<file path="src/rtl/dit_pkg.sv">
// Shared types and helpers for the ping-pong DIT input store.
// The drop-on-overflow variant is selected with DIT_STORE_DROP_EN.
package dit_pkg;
  localparam int DATA_W_DEF = 12;
  localparam int N_LOG2_DEF = 4;
  localparam int N_LOG2_MAX = 10;

  typedef enum logic [1:0] {EMPTY, FILLING, FULL} bank_state_t;

  // Reverses the low nbits bits of idx; bits above nbits come back zero.
  function automatic logic [N_LOG2_MAX-1:0] bitrev(input logic [N_LOG2_MAX-1:0] idx,
                                                  input int nbits);
    logic [N_LOG2_MAX-1:0] r;
    r = '0;
    for (int i = 0; i < N_LOG2_MAX; i++)
      if (i < nbits) r[nbits-1-i] = idx[i];
    return r;
  endfunction
endpackage

</file>
<file path="src/rtl/dit_bank_ram.sv">
// One frame bank: N x DATA_W storage, one write port, one registered read port.
// Only the read register is reset; the array contents are not.
module dit_bank_ram import dit_pkg::*; #(
  parameter int DATA_W = DATA_W_DEF,
  parameter int N_LOG2 = N_LOG2_DEF
) (
  input  logic              clk,
  input  logic              rst,
  input  logic              we,
  input  logic [N_LOG2-1:0] wa,
  input  logic [DATA_W-1:0] wd,
  input  logic              re,
  input  logic [N_LOG2-1:0] ra,
  output logic [DATA_W-1:0] rd
);
  logic [DATA_W-1:0] mem [2**N_LOG2];

  always_ff @(posedge clk)
    if (we) mem[wa] <= wd;

  always_ff @(posedge clk)
    if (rst)     rd <= '0;
    else if (re) rd <= mem[ra];
endmodule

</file>
<file path="src/rtl/dit_store_pp.sv">
// Ping-pong DIT input store: samples land at bit-reversed addresses, FFT reads naturally.
// Define DIT_STORE_DROP_EN to drop samples on overflow instead of back-pressuring.
module dit_store_pp import dit_pkg::*; #(
  parameter int DATA_W = DATA_W_DEF,
  parameter int N_LOG2 = N_LOG2_DEF
) (
  input  logic              clk,
  input  logic              rst,
  input  logic              in_valid,
  input  logic [DATA_W-1:0] in_data,
  output logic              in_ready,
  input  logic              rd_en,
  input  logic [N_LOG2-1:0] rd_addr,
  output logic [DATA_W-1:0] rd_data,
  output logic              rd_valid,
  output logic              frame_ready,
  input  logic              frame_release,
  output logic [7:0]        frame_count
`ifdef DIT_STORE_DROP_EN
  ,
  output logic [15:0]       drop_count
`endif
);
  localparam int N = 2**N_LOG2;

  bank_state_t bank_st [2];
  bank_state_t st_n [2];
  logic wr_bank, wr_bank_n, rd_bank, rd_bank_n, rd_sel, other;
  logic [N_LOG2-1:0] wr_ptr, wa;
  logic writable, xfer, done, rel, rd_go;
  logic [1:0] we, re;
  logic [1:0][DATA_W-1:0] rd_q;

  assign other       = ~wr_bank;
  assign writable    = (bank_st[wr_bank] == FILLING);
  assign frame_ready = (bank_st[0] == FULL) || (bank_st[1] == FULL);
`ifdef DIT_STORE_DROP_EN
  assign in_ready = 1'b1;
`else
  assign in_ready = writable;
`endif
  // With in_ready tied high, an unwritable cycle is a drop rather than a stall.
  assign xfer  = in_valid & writable;
  assign done  = xfer && (wr_ptr == N_LOG2'(N-1));
  assign rel   = frame_release & frame_ready;
  assign rd_go = rd_en & frame_ready;
  assign wa    = N_LOG2'(bitrev(N_LOG2_MAX'(wr_ptr), N_LOG2));

  always_comb begin
    st_n[0]   = bank_st[0];
    st_n[1]   = bank_st[1];
    wr_bank_n = wr_bank;
    rd_bank_n = rd_bank;
    if (rel) begin
      st_n[rd_bank] = EMPTY;
      rd_bank_n     = ~rd_bank;
    end
    if (done) begin
      st_n[wr_bank] = FULL;
      // The just-completed frame is oldest unless the other bank still holds one.
      if (st_n[other] != FULL) rd_bank_n = wr_bank;
      if (st_n[other] == EMPTY) begin
        st_n[other] = FILLING;
        wr_bank_n   = other;
      end
    end else if (rel && bank_st[wr_bank] == FULL) begin
      st_n[rd_bank] = FILLING;
      wr_bank_n     = rd_bank;
    end
  end

  always_ff @(posedge clk) begin
    if (rst) begin
      bank_st[0]  <= FILLING;
      bank_st[1]  <= EMPTY;
      wr_bank     <= 1'b0;
      rd_bank     <= 1'b0;
      wr_ptr      <= '0;
      frame_count <= '0;
      rd_valid    <= 1'b0;
      rd_sel      <= 1'b0;
    end else begin
      bank_st[0] <= st_n[0];
      bank_st[1] <= st_n[1];
      wr_bank    <= wr_bank_n;
      rd_bank    <= rd_bank_n;
      if (xfer) wr_ptr <= done ? '0 : wr_ptr + 1'b1;
      if (done) frame_count <= frame_count + 8'd1;
      rd_valid <= rd_go;
      if (rd_go) rd_sel <= rd_bank;
    end
  end

`ifdef DIT_STORE_DROP_EN
  always_ff @(posedge clk)
    if (rst) drop_count <= '0;
    else if (in_valid && !writable && drop_count != 16'hFFFF) drop_count <= drop_count + 16'd1;
`endif

  for (genvar b = 0; b < 2; b++) begin : g_bank
    assign we[b] = xfer  && (wr_bank == 1'(b));
    assign re[b] = rd_go && (rd_bank == 1'(b));
    dit_bank_ram #(.DATA_W(DATA_W), .N_LOG2(N_LOG2)) u_ram (
      .clk(clk), .rst(rst),
      .we(we[b]), .wa(wa), .wd(in_data),
      .re(re[b]), .ra(rd_addr), .rd(rd_q[b])
    );
  end

  // rd_sel only moves on a real read, so rd_data holds between reads.
  assign rd_data = rd_q[rd_sel];
endmodule

</file>
<file path="config.mk">
export PLATFORM = sky130hd
export DESIGN_NAME = dit_store_pp
export DESIGN_NICKNAME = d
export VERILOG_FILES = /design/src/rtl/dit_pkg.sv /design/src/rtl/dit_bank_ram.sv /design/src/rtl/dit_store_pp.sv
export SDC_FILE = /design/constraint.sdc
export NUM_CORES = 1
export LEC_CHECK = 0
export CORE_AREA = 2 2 212 214
export DETAILED_ROUTE_END_ITERATION = 6
export DIE_AREA = 0 0 214 216
export SYNTH_ARGS = -nofsm -noshare
export SYNTH_HDL_FRONTEND = slang
export SYNTH_SLANG_ARGS = --single-unit
</file>
<file path="constraint.sdc">
create_clock -name clk -period 6.85 [get_ports clk]
set_input_delay 0.685 -clock clk [delete_from_list [all_inputs] [get_ports clk]]
set_output_delay 0.685 -clock clk [all_outputs]
set_load 0.03 [all_outputs]
</file>
Word level (Yosys, flattened, before mapping)
Memory sizes are Yosys's and may differ from the RTL's. A register that Yosys moved wholly into a read port is not among the register bits.
Index checks and enable logic that the tools add are counted.
{"block": "word_totals", "mem_bits_rw": 388, "memories": 3, "output_inout_bits": 23, "register_bits": 16, "input_bits": 21, "elab_cells": 92}
{"block": "classes", "n_eq_ne": 7, "n_bitwise": 21, "n_addsub": 2, "magnitude_cmp": 7, "n_mux": 33, "reduce_logical": 13}
{"name": "g_bank[0].u_ram.mem", "words": 16, "word_bits": 12, "rd": 1, "rd_clocked_by_memory_dff": 1, "wr": 1, "line": "dit_bank_ram.sv:16", "source": "logic [DATA_W-1:0] mem [2**N_LOG2];"}
{"name": "g_bank[1].u_ram.mem", "words": 16, "word_bits": 12, "rd": 1, "rd_clocked_by_memory_dff": 1, "wr": 1, "line": "dit_bank_ram.sv:16"}
{"name": "bank_st", "words": 2, "word_bits": 2, "rd": 3, "rd_clocked_by_memory_dff": 1, "wr": 2, "line": "dit_store_pp.sv:26", "source": "bank_state_t bank_st [2];"}
{"op": "$mux 12", "count": 2}
{"op": "$mux 4", "count": 5}
{"op": "$mux 2", "count": 8}
{"op": "$mux 1", "count": 15}
{"op": "$logic_and 1x1->1", "count": 9}
{"op": "$add 8x1->8 const B", "count": 1}
{"op": "$and 2x2->2", "count": 3}
{"op": "$demux 2 s1", "count": 3}
{"op": "$eq 2x2->1 const B", "count": 3}
{"op": "$ge 2x2->1 const B", "count": 3}
{"op": "$lt 2x1->1 const B", "count": 3}
{"op": "$not 1->2", "count": 3}
{"op": "$not 2->2", "count": 3}
{"op": "$or 2x2->2", "count": 3}
{"op": "$add 4x1->4 const B", "count": 1}
{"op": "$and 4x4->4", "count": 1}
{"op": "$eq 4x4->1 const B", "count": 1}
{"op": "$not 4->4", "count": 1}
{"op": "$and 1x1->1", "count": 3}
{"op": "$eq 2x1->1 const B", "count": 1}
{"op": "$logic_not 2->1", "count": 1}
{"op": "$lt 1x2->1 const B", "count": 1}
{"op": "$ne 2x1->1 const B", "count": 1}
{"op": "$ne 2x2->1 const B", "count": 1}
{"op": "5 further kinds", "count": 7}

Logic depth before layout (Yosys ltp)
{"block": "logic_depth", "word_depth": 17, "depth_mapped": 8, "depth_no_buf": 5}

Cells and area by module
From an unflattened synthesis, not the netlist that was laid out.
{"block": "unflattened", "hier_cells": 1059, "hier_area_um2": 17012.6}
{"mod": "dit_bank_ram", "n_inst": 2, "seq_area_each_um2": 6005.8, "cells_each": 463, "area_each_um2": 7926.4}
{"mod": "dit_store_pp", "n_inst": 1, "seq_area_each_um2": 420.4, "cells_each": 133, "area_each_um2": 1159.9}

Worst setup path after synthesis
No wires, ideal clock.
{"block": "synth_timing", "path_kind": "input port to flip-flop", "startpoint": "input port in_valid", "endpoint": "memory g_bank[0].u_ram.mem[0][0] (netlist bit) (enable)", "setup_slack_ns": 4.252, "required_ns": 6.454, "stages": 4, "setup_ns": 0.396, "arrival_time_ns": 2.201, "path_buffers": 0, "cell_sequence": "nand4bb_1 -> a21oi_1 -> nand2_1 -> nor3_1"}
{"block": "synth_via", "elab_chain_cells": 4}
{"item": "from (decl)", "line": "dit_store_pp.sv:9", "source": "input logic in_valid,"}
{"item": "$and 1x1->1", "line": "dit_store_pp.sv:43", "source": "assign xfer = in_valid & writable;"}
{"item": "$logic_and 1x1->1", "line": "dit_store_pp.sv:101", "source": "assign we[b] = xfer && (wr_bank == 1'(b));"}
{"item": "$mux 1", "line": "dit_bank_ram.sv:19", "source": "if (we) mem[wa] <= wd;"}
{"item": "$mux 1 (not written as such)", "line": "dit_bank_ram.sv:19"}
{"item": "to (decl)", "line": "dit_bank_ram.sv:16"}
No other way between the ends.

Worst setup path after layout
{"block": "layout_timing", "startpoint": "register rd_sel", "endpoint": "output port rd_data[9]"}
{"block": "layout_via", "elab_chain_cells": 2}
{"item": "from (decl)", "line": "dit_store_pp.sv:28", "source": "logic wr_bank, wr_bank_n, rd_bank, rd_bank_n, rd_sel, other;"}
{"item": "from (signal assigned)", "line": "dit_store_pp.sv:90", "source": "if (rd_go) rd_sel <= rd_bank;"}
{"item": "$mux 12 (not written as such) (2 in series)", "line": "dit_store_pp.sv:111", "source": "assign rd_data = rd_q[rd_sel];"}
{"item": "to (decl)", "line": "dit_store_pp.sv:14", "source": "output logic [DATA_W-1:0] rd_data,"}
No other way between the ends. The select of a mux whose other input is x is not followed.

==> flow_summary.toml <==
[logic_synthesis]
synth.area.top_cells = "edfxtp_1 (68%), mux4_2 (6.6%), mux2i_1 (5.5%)"
ys_warn_count = 0
synthArstFlopShare_pct = 0
synth.distinct_cells = 54
synth-edff-count = 384
synthesis.nets = 1008
synth_area_um2 = 17000
ys_seq_area_share_pct = 73.2
synth_top_cell_by_area = "edfxtp_1"
syn_inst = 982
synth_ff_type = "edfxtp_1"
syn_area_per_cell_um2 = 17.3
synth_top_area_share_pct = 67.9
synth-seq-cells = 429

[grt]
antenna_found_initial = 1
grt_max_degree = 73
track_usage_pct = 16.7
grt_overflow = 0
grt_pass1_wl_um = 57900
grt_pass1_vias = 9031

[drt]
routed_wl_um = 38500
first_pass_iters = 5
vias = 9033
drc = 0
viasPerCell = 5.36
drt-wirelength-per-cell_um = 22.9
drt_iter0_markers = 741
drtAntennaViolNets = 0

[run_status]
status = "completed"

[hold_path]
hp-class = "register to register"
min_from = "frame_count[7]$_SDFFE_PP0P_"
worstHoldPathCells = 2
hold_end = "frame_count[7]$_SDFFE_PP0P_"

[final_layout]
final_area_um2 = 19700
nNetsFinal = 1081
stdcell_count = 1685
syn2layout_area_growth_pct = 15.8
fillerInstances = 3782
final_cell_mix = "edfxtp_1 (384), mux2i_1 (94), nand2_1 (52), mux4_2 (50), clkbuf_16 (47)"
final_common_cell = "edfxtp_1"
drive_above_1_share_pct = 17.9

[critical_path]
crit_fanout = 24
max_stage_delay_ps = 920
r2r-start = "bank_st[0][1]$_SDFF_PP0_"
r2r_slack_ps = 3900
critPathTopFamily = "flip-flops"
end_kind = "output port"
required_ps = 6160
r2r-end = "g_bank[0].u_ram.mem[7][11]$_DFFE_PP_"
slowest_stage = "dfxtp_1"
cp_cell_sequence = "nand2_1 > o21ai_0 > clkdlybuf4s50_1"
critPathBufInv = 1
path_class = "register to output port"
crit_path_start_kind = "register"
cp.arrival_ps = 2880
r2r_cells = 4

[sta]
worst_pin_slew_ps = 1330
maxSlewHeadroom_pct = 10.5
rsz0062_at_grt = "no"
period_share_pct = 52.0
finalClockSkew_ps = 18.0
setup_viol = 0
finalSetupTns_ps = 0
hold_viol = 0
fin_ws_ps = 3290
drv_slew = 0
min_period_ps = 3560
max_freq_ghz = 0.281

[die]
die_w_um = 214
die_area_um2 = 46200
dieHeight_um = 216
core_area_um2 = 43800
rows = 77
pin_count = 44
initial_core_util_pct = 38.7

[clocking]
cts_resized = 0
cts_sinks = 429
ctsHoldBuffers = 0
clk_pin_slew_ps = 60
clock_path_buffers = 3
numCtsBuffers = 46
cts_root_buffer = "clkbuf_16"
cts_tree = "built"
cts_max_level = 2
clock_latency_ps = 570
postCtsSetupBuffers = 0

[placement]
dp_hpwl_um = 23000
pre_cts_ws_ps = 3170
dpl_cell_area_um2 = 18200
dp_cells = 1599
gp_congestion = 0.863
portBuffers = 43

[flow_run]
max_cap_viol_count = 0

[pwr]
vdd_drop_max_v = 0.000145
powerDensity_nw_per_um2 = 280
p_leak_uw = 0.00637
[how the worst max path moves through the flow]
stage,startpoint,endpoint,slack [ps],cells after the start
detailed placement,in_valid,g_bank[0].u_ram.mem[10][2]$_DFFE_PP_,3170,5
global route,rd_sel$_SDFFE_PP0N_,rd_data[9],3230,3
global placement,in_valid,g_bank[0].u_ram.mem[10][4]$_DFFE_PP_,3230,5
CTS,rd_sel$_SDFFE_PP0N_,rd_data[9],3380,3
floorplan,in_valid,g_bank[0].u_ram.mem[0][0]$_DFFE_PP_,4250,4
finish,rd_sel$_SDFFE_PP0N_,rd_data[9],3290,3
[per-stage QoR]
stage | util, % | power (µW) | hold WS [ps]
finish | 44.9 | 5500 | 487
global route | 44.9 | 5670 | 526
CTS | 44.9 | 5550 | 490
detailed placement | 41.5 | 3160 | 479
global placement | 41.5 | 3160 | 469
floorplan | - | 3060 | 477
[state kept, by name, indices dropped and copies added (netlist names), named ones only]
register,cells
frame_count,8
rd_valid,1
g_bank.u_ram.rd,24
g_bank.u_ram.mem,384
rd_bank,1
wr_ptr,4
rd_sel,1
wr_bank,1
bank_st,4
[metal layers]
metal  part of all wire [%]  up-vias  GRT usage [%]
met4                    1.6        0           4.59
met5                      0        -              0
met3                    4.8       46           2.85
li1                       -     4082              -
met2                     47      237           26.5
met1                     46     4668           23.9
[cell families after synthesis]
| kind of cell | Yosys count | share of synthesized area [%] |
|---|---|---|
| fa+ha+maj | 5 | 0.368 |
| compound gates | 155 | 6.25 |
| xor+xnor | 5 | 0.258 |
| mux | 167 | 13.7 |
| simple gates | 138 | 4.03 |
| flops | 429 | 73.2 |
| buf+inv | 83 | 2.20 |
[layout make-up]
type / count / area, µm² / area share (%)
antenna: 1 / 2.50 / 0.0127
clock buffer: 71 / 1310 / 6.64
clock inverter: 14 / 150 / 0.764
inverter: 28 / 105 / 0.534
multi-input combinational: 470 / 4230 / 21.5
sequential: 429 / 12400 / 63.2
tap: 592 / 741 / 3.77
timing repair buffer: 80 / 697 / 3.54
[cell usage after synthesis, types with 9 or more instances]
library cell / instances
nand2_1: 52
mux2i_1: 94
nor3_1: 9
nand3_1: 10
mux4_2: 50
nand2b_1: 9
inv_1: 28
o21ai_0: 17
edfxtp_1: 384
mux2_2: 23
o22ai_1: 46
clkbuf_1: 31
a22oi_1: 25
buf_4: 11
nor2_1: 28
a21oi_1: 16
dfxtp_1: 45
buf_2: 10
o311ai_0: 22
[report_power, final]
part	switching (µW)	internal [µW]	total [µW]
clock	971	1430	2400
sequential	7.34	2870	2880
combinational	145	85.4	230
total	1120	4380	5500
[worst reg2reg max path: stages (launching register included)]
cell	delay, ps
dfxtp_1	390
nand4bb_1	290
a21oi_1	650
nand2_1	300
nor2_1	940
No activity file was read; power rests on OpenSTA's default activity.
